`src/rtl/edge_detector_bank.sv`:
```
// edge_detector_bank: per-channel synchroniser, debouncer and mode-selected edge flags with sticky pending bits
module edge_detector_bank #(
  parameter int CHANNELS    = 4,
  parameter int SYNC_STAGES = 2,
  parameter int DEBOUNCE    = 1
) (
  input  logic                  clock,
  input  logic                  reset,
  input  logic [CHANNELS-1:0]   in,
  input  logic [2*CHANNELS-1:0] mode,
  input  logic [CHANNELS-1:0]   clear,
  output logic [CHANNELS-1:0]   level,
  output logic [CHANNELS-1:0]   detected,
  output logic [CHANNELS-1:0]   pending,
  output logic                  any_pending
);
  localparam int CW = $clog2(DEBOUNCE + 1);
  logic [CHANNELS-1:0] s;
  generate
    if (SYNC_STAGES == 0) begin : g_nosync
      assign s = in;
    end else begin : g_sync
      logic [CHANNELS-1:0] sync_q [SYNC_STAGES];
      always_ff @(posedge clock) begin
        for (int k = 0; k < SYNC_STAGES; k++)
          sync_q[k] <= reset ? '0 : (k == 0) ? in : sync_q[(k == 0) ? 0 : k - 1];
      end
      assign s = sync_q[SYNC_STAGES-1];
    end
  endgenerate
  genvar c;
  generate
    for (c = 0; c < CHANNELS; c++) begin : g_ch
      logic [CW-1:0] cnt;
      logic          level_q, det_q, pend_q, accept, det_next;
      assign accept   = (s[c] != level_q) && (cnt == CW'(DEBOUNCE - 1));
      assign det_next = accept & (s[c] ? mode[2*c] : mode[2*c+1]);
      always_ff @(posedge clock) begin
        if (reset) begin
          cnt     <= '0;
          level_q <= 1'b0;
          det_q   <= 1'b0;
          pend_q  <= 1'b0;
        end else begin
          cnt     <= (s[c] == level_q || accept) ? '0 : cnt + 1'b1;
          level_q <= accept ? s[c] : level_q;
          det_q   <= det_next;
          pend_q  <= det_next | (pend_q & ~clear[c]);
        end
      end
      assign level[c]    = level_q;
      assign detected[c] = det_q;
      assign pending[c]  = pend_q;
    end
  endgenerate
  assign any_pending = |pending;
endmodule

```
`config.mk`:
```
export PLATFORM = sky130hd
export DESIGN_NAME = edge_detector_bank
export DESIGN_NICKNAME = d
export VERILOG_FILES = /design/src/rtl/edge_detector_bank.sv
export SDC_FILE = /design/constraint.sdc
export NUM_CORES = 1
export LEC_CHECK = 0
export BUFFER_PORTS_ARGS = -buffer_cell sky130_fd_sc_hd__buf_2
export CORE_ASPECT_RATIO = 1.2
export CORE_UTILIZATION = 45
export DETAILED_ROUTE_END_ITERATION = 6
export GPL_TIMING_DRIVEN = 0
export PLACE_DENSITY_LB_ADDON = 0.15
export SLEW_MARGIN = 20
export SYNTH_ARGS = -nofsm -noshare
export SYNTH_HDL_FRONTEND = slang
export SYNTH_SLANG_ARGS = --single-unit
export TNS_END_PERCENT = 30
```
`constraint.sdc`:
```
create_clock -name clock -period 1.6 [get_ports clock]
set_input_delay 0 -clock clock [delete_from_list [all_inputs] [get_ports clock]]
set_output_delay 0 -clock clock [all_outputs]
set_load 0.02 [all_outputs]
```
Yosys cells after proc, flatten, opt, wreduce, memory -nomap -nowiden
Memories as Yosys holds them, arrays and structs flattened. Cells that the tools add are included.

Bits in registers: 16. RAM bits: 8. Input port bits: 18. Output and inout port bits: 13. Word-level logic and storage cells: 68. Memories: 1.

Memories: g_sync.sync_q (words 2, width 4, read ports 2, clocked after Yosys merged registers in 0, wr ports 2, RTL line 23) `logic [CHANNELS-1:0] sync_q [SYNC_STAGES];`.

Add/sub/neg operators: 4. Eq/ne operators: 8. Multiplexer cells: 6. Bitwise logic cells: 20. Reduce and logical (&&, ||, !) cells: 13.

Operators by type and width (number): $and 1x1->1 (8); $mux 4 (2); $not 1->1 (8); $reduce_or 2->1 (4); $add 1x1->1 const B (4); $eq 1x1->1 (4); $logic_and 1x1->1 (4); $logic_or 1x1->1 (4); $mux 1 (4); $ne 1x1->1 (4); $or 1x1->1 (4); $reduce_or 4->1 (1).

Longest topological paths before layout
Gate-level depths: netlist of run 1.

Depth in word-level cells: 4. Mapped depth: 3. Mapped depth without buffers: 3.

Worst setup path after synthesis of run 1
OpenSTA, ideal clock, no wires.

Kind: reg-to-output. From: register g_ch[0].pend_q. To: output any_pending. Arrival: 0.927 ns. Data required time: 1.600 ns. Path slack: 0.673 ns. Stages on the path, launching flop included: 2. Buffers on the path: 0. Path through: dfxtp_1 or4_1.

Longest elaborated chain between the ends: 1.

RTL lines: from (decl) (RTL line 35) `logic level_q, det_q, pend_q, accept, det_next;`; from (signal assigned) (RTL line 48) `pend_q <= det_next | (pend_q & ~clear[c]);`; $reduce_or 4->1 (RTL line 56) `assign any_pending = |pending;`; to (decl) (RTL line 15) `output logic any_pending`.

Every way passes these cells.

==> results of run 1 <==
[flip-flops by register name (all words and copies together), names as in the netlist]
register,flops
g_ch.cnt,4
g_ch.pend_q,4
g_sync.sync_q,8
g_ch.level_q,4
g_ch.det_q,4
[cells in the mapped netlist (all sizes together)]
cell	count	area (µm²)
nand3b	8	60.1
nor2b	8	50.1
clkbuf	1	3.75
mux2i	4	40.0
nor2	8	30.0
dfxtp	24	480
a211oi	4	50.1
a21o	4	30.0
conb	1	3.75
or4	1	7.51
buf	13	95.1
[worst max-delay path, delay by kind of cell (launching register included)]
kind | cells | cell delay [ns]
buffers and inverters | 1 | 0.58
AOI/OAI and AO/OA | 1 | 0.26
and+or+nand+nor | 1 | 0.16
DFF | 1 | 0.34
[worst max-delay path by stage]
stage	slack, ns	cells past startpoint	endpoint	start
finish	0.21	3	g_ch[0].det_q	g_sync.sync_q[0][4]
global route	0.15	3	g_ch[0].det_q	g_sync.sync_q[0][4]
CTS	0.22	3	g_ch[1].det_q	g_sync.sync_q[0][5]
detailed placement	0.63	2	any_pending	g_ch[0].pend_q
global placement	0.63	2	any_pending	g_ch[0].pend_q
floorplan	0.67	1	any_pending	g_ch[0].pend_q
[stage by stage]
step	hold slack, ns	util
2_1_floorplan	0.128	-
4_1_cts	0.00235	0.715
6_report	0.0206	0.721
3_3_place_gp	0.208	0.605
3_5_place_dp	0.215	0.605
5_1_grt	0.0287	0.721
[metal layers]
metal  track usage  part of all wire  vias up
met2         0.253              0.51       19
met3        0.0220             0.049        2
met5             0                 0        -
li1              -                 -      340
met4        0.0806             0.010        0
met1         0.153              0.43      283
[layout make-up]
class / count / area [µm²] / share of cell area
well taps: 18 / 22.5 / 0.0184
flip-flops and latches: 24 / 480 / 0.392
repair buffers: 45 / 305 / 0.249
multi-input cells: 41 / 283 / 0.231
clock buffers: 4 / 36.3 / 0.0296
plain buffers: 14 / 98.8 / 0.0806
[cell families after synthesis]
group,share of synthesized area
simple gates,0.174
flops,0.565
buf+inv,0.116
compound gates,0.0941
mux,0.0471
other cells,0.00441
[layout by cell type (no fill, tap or decap)]
master	Yosys	final
clkbuf_8	0	1
clkbuf_1	1	1
a21o_1	4	4
clkbuf_4	0	3
mux2i_1	4	4
buf_4	12	12
conb_1	1	4
buf_2	1	30
nor2b_1	8	8
or4_1	1	1
dlygate4sd3_1	0	16
dfxtp_1	24	24
a211oi_2	4	4
nor2_1	8	8
nand3b_1	8	8
[where the power goes]
group / switching (W) / internal (W) / total [W] / leakage, nW
sequential: 0.0000118 / 0.000618 / 0.000630 / 0.197
combinational: 0.0000388 / 0.0000630 / 0.000102 / 0.412
clock: 0.000158 / 0.000139 / 0.000297 / 0.0210
total: 0.000209 / 0.000820 / 0.00103 / 0.630
==> flow_metrics.env, run 1 <==
export IMPL_grt_max_degree=14
export IMPL_worst_r2r_cell_count=3
export IMPL_antenna_found_initial=0
export IMPL_drt_first_iter_violations=4
export IMPL_drc=0
export IMPL_n_fill_cell=147
export IMPL_clock_latency_ns=0.30
export IMPL_synth_warnings=0
export IMPL_clock_sinks=24
export IMPL_cap_violations=0
export IMPL_post_cts_setup_buffers=0
export IMPL_r2r_start="g_sync.sync_q[0][4]"
export IMPL_criticalPathCategory="reg -> reg"
export IMPL_drt_wl_total_um=1350
export IMPL_postCtsHoldBufs=15
export IMPL_syn_to_final_growth_pct=44.1
export IMPL_grt_pass1_wl_um=2230
export IMPL_postCtsResizedCells=0
export IMPL_cp_end_kind="flop"
export IMPL_gp_congestion=0.615
export IMPL_leakagePower_nw=0.630
export IMPL_port_buffers=29
export IMPL_n_antenna_cell=0
export IMPL_core_area_um2=1700
export IMPL_min_path_cells=2
export IMPL_ys_ff_latch=24
export IMPL_power_w=0.00103
export IMPL_dieArea_um2=2070
export IMPL_design_area_um2=1230
export IMPL_crit_path_top_delay_cell="dlygate4sd3_1"
export IMPL_grt_ovfl_total=0
export IMPL_clkTransAtPathRegs_ns=0.12
export IMPL_hold_class="in -> reg"
export IMPL_via_per_inst=4.41
export IMPL_slowest_delay_ns=0.58
export IMPL_pre_cts_ws_ns=0.632
export IMPL_setup_viol=0
export IMPL_drive_above_1_share=0.391
export IMPL_synthesis_area_um2=851
export IMPL_layout_cells_non_filler=146
export IMPL_finalSetupTns_ns=0
export IMPL_status="completed"
export IMPL_slew_viol_final=0
export IMPL_wl_per_cell_um=9.27
export IMPL_cts_path_max_buffers=2
export IMPL_cts_buffers=3
export IMPL_cts_tree="built"
export IMPL_fin_worst_skew_ns=0.000574
export IMPL_die_x_um=41.7
export IMPL_crit_chain="nand3b_1, a211oi_2, dlygate4sd3_1"
export IMPL_crit_fanout=3
export IMPL_placed_area_um2=1030
export IMPL_crit_arrival_ns=1.64
export IMPL_startpoint_type="flop"
export IMPL_min_from="reset"
export IMPL_min_period_over_period=0.867
export IMPL_r2r_slack_ns=0.21
export IMPL_rsz0062_at_grt="no"
export IMPL_antenna_left=0
export IMPL_grt_pass1_vias=614
export IMPL_yosysSeqAreaShare=0.565
export IMPL_ys_types=12
export IMPL_period_minus_slack_ns=1.39
export IMPL_hpwl_um=912
export IMPL_fin_nets=147
export IMPL_syn_inst=76
export IMPL_vias=644
export IMPL_worst_r2r_endpoint="g_ch[0].det_q"
export IMPL_max_freq_ghz=0.721
export IMPL_start_util=0.500
export IMPL_track_usage=0.141
export IMPL_worst_hold_path_endpoint="g_sync.sync_q[0][7]"
export IMPL_drt_pass1_iterations=2
export IMPL_clockRootBuffer="clkbuf_4"
export IMPL_dpl_cell_count=126
export IMPL_syn_avg_cell_area_um2=11.2
export IMPL_setup_ws_ns=0.213
export IMPL_ir_drop_mv=0.559
export IMPL_row_count=16
export IMPL_io_pins=31
export IMPL_finalHoldViolations=0
export IMPL_cts_htree_levels=1
export IMPL_critPathRequiredTime_ns=1.85
export IMPL_p_per_area_nw_per_um2=839
export IMPL_die_h_um=49.6
Power figures use the tool's default switching activity.
==> inputs of run 2 (changes only) <==
--- a/config.mk
+++ b/config.mk
@@ -7,7 +7,7 @@
 export LEC_CHECK = 0
 export BUFFER_PORTS_ARGS = -buffer_cell sky130_fd_sc_hd__buf_2
 export CORE_ASPECT_RATIO = 1.2
-export CORE_UTILIZATION = 45
+export CORE_UTILIZATION = 40
 export DETAILED_ROUTE_END_ITERATION = 6
 export GPL_TIMING_DRIVEN = 0
 export PLACE_DENSITY_LB_ADDON = 0.15
==> flow_metrics.env, run 2 (same netlist as run 1, synthesis figures left out) <==
export IMPL_ir_drop_mv=0.519
export IMPL_gp_congestion=0.645
export IMPL_row_count=17
export IMPL_slew_viol_final=0
export IMPL_clock_sinks=24
export IMPL_finalSetupTns_ns=0
export IMPL_finalHoldViolations=0
export IMPL_drt_pass1_iterations=5
export IMPL_status="completed"
export IMPL_p_per_area_nw_per_um2=814
export IMPL_cp_end_kind="flop"
export IMPL_max_freq_ghz=0.722
export IMPL_n_fill_cell=167
export IMPL_track_usage=0.139
export IMPL_critPathRequiredTime_ns=1.84
export IMPL_cts_tree="built"
export IMPL_slowest_delay_ns=0.58
export IMPL_core_area_um2=1910
export IMPL_hpwl_um=950
export IMPL_drc=0
export IMPL_hold_class="in -> reg"
export IMPL_leakagePower_nw=0.612
export IMPL_min_period_over_period=0.865
export IMPL_clock_latency_ns=0.29
export IMPL_largest_reg_flops=8
export IMPL_start_util=0.444
export IMPL_r2r_slack_ns=0.22
export IMPL_fin_nets=145
export IMPL_crit_chain="nand3b_1, a211oi_2, dlygate4sd3_1"
export IMPL_multi_input_comb_area_um2=283
export IMPL_crit_arrival_ns=1.63
export IMPL_startpoint_type="flop"
export IMPL_fin_worst_skew_ns=0.00198
export IMPL_antenna_left=0
export IMPL_cts_htree_levels=1
export IMPL_clockRootBuffer="clkbuf_4"
export IMPL_crit_fanout=3
export IMPL_setup_ws_ns=0.216
export IMPL_port_buffers=29
export IMPL_cts_path_max_buffers=2
export IMPL_regMostFlops="g_sync.sync_q"
export IMPL_cts_buffers=3
export IMPL_io_pins=31
export IMPL_rsz0062_at_grt="no"
export IMPL_grt_ovfl_total=0
export IMPL_n_antenna_cell=0
export IMPL_antenna_found_initial=0
export IMPL_grt_pass1_wl_um=2370
export IMPL_drt_first_iter_violations=6
export IMPL_period_minus_slack_ns=1.38
export IMPL_criticalPathCategory="reg -> reg"
export IMPL_die_h_um=52.5
export IMPL_dieArea_um2=2320
export IMPL_wl_per_cell_um=9.70
export IMPL_pre_cts_ws_ns=0.621
export IMPL_setup_viol=0
export IMPL_drt_wl_total_um=1400
export IMPL_mostFrequentLayoutCell="buf_2"
export IMPL_clkTransAtPathRegs_ns=0.11
export IMPL_die_x_um=44.1
export IMPL_grt_max_degree=13
export IMPL_cap_violations=0
export IMPL_crit_path_top_delay_cell="dlygate4sd3_1"
export IMPL_vias=646
export IMPL_regArea_um2=480
export IMPL_drive_above_1_share=0.392
export IMPL_layout_common_cells="30 x buf_2, 24 x dfxtp_1, 14 x dlygate4sd3_1"
export IMPL_postCtsResizedCells=0
export IMPL_syn_to_final_growth_pct=40.3
export IMPL_grt_pass1_vias=593
export IMPL_via_per_inst=4.49
-- run 2: path summary, 6_finish.rpt --
check / startpoint / to / cells past startpoint
setup / recovery: g_sync.sync_q[0][7] / g_ch[3].det_q / 3
hold / removal: clear[0] / g_ch[0].pend_q / 3
setup reg to reg: g_sync.sync_q[0][7] / g_ch[3].det_q / 3
hold reg to reg: g_sync.sync_q[0][1] / g_sync.sync_q[0][5] / 1
-- run 2: power by group --
part / total, W / switching (W) / internal [W]
combinational: 0.000100 / 0.0000393 / 0.0000610
clock: 0.000242 / 0.000154 / 0.0000876
sequential: 0.000630 / 0.0000117 / 0.000618
total: 0.000972 / 0.000205 / 0.000767
-- run 2: layout make-up --
| cell class | instances | share of cell area |
|---|---|---|
| Buffer | 14 | 0.0828 |
| Clock buffer | 3 | 0.0189 |
| Sequential cell | 24 | 0.403 |
| Tap cell | 19 | 0.0199 |
| Timing Repair Buffer | 43 | 0.239 |
| Multi-Input combinational cell | 41 | 0.237 |
-- run 2: critical path, delay by kind of cell, from the launching register on --
family | cells | cell delay [ns]
flip-flops | 1 | 0.34
AND/OR/NAND/NOR | 1 | 0.17
AO/OA/AOI/OAI | 1 | 0.25
buffers and inverters | 1 | 0.58
-- run 2: per-stage QoR --
| stage | std cells | util | total power, W | hold WS (ns) | cell area, µm² |
|---|---|---|---|---|---|
| final | 144 | 0.624 | 0.000972 | 0.0154 | 1190 |
| after global routing | 144 | 0.624 | 0.00102 | 0.0178 | 1190 |
| after CTS | 144 | 0.624 | 0.000988 | 0.00539 | 1190 |
| after detailed placement | 127 | 0.539 | 0.000722 | 0.214 | 1030 |
| after global placement | 127 | 0.539 | 0.000720 | 0.208 | 1030 |
| after floorplan | 79 | - | 0.000690 | 0.128 | 862 |
-- run 2: what timing repair did --
action                    in CTS  in global routing
hold buffers                  14                  0
hold endpoints to repair      11                  0
buffers inserted               0                  0
-- run 2: metal layers --
| layer | wire [µm] | share of wire | track usage | vias to the layer above |
|---|---|---|---|---|
| met3 | 72 | 0.052 | 0.0241 | 2 |
| met5 | 0 | 0 | 0 | - |
| met2 | 704 | 0.50 | 0.255 | 21 |
| met4 | 11 | 0.0079 | 0.0606 | 0 |
| met1 | 609 | 0.44 | 0.152 | 284 |
| li1 | - | - | - | 339 |
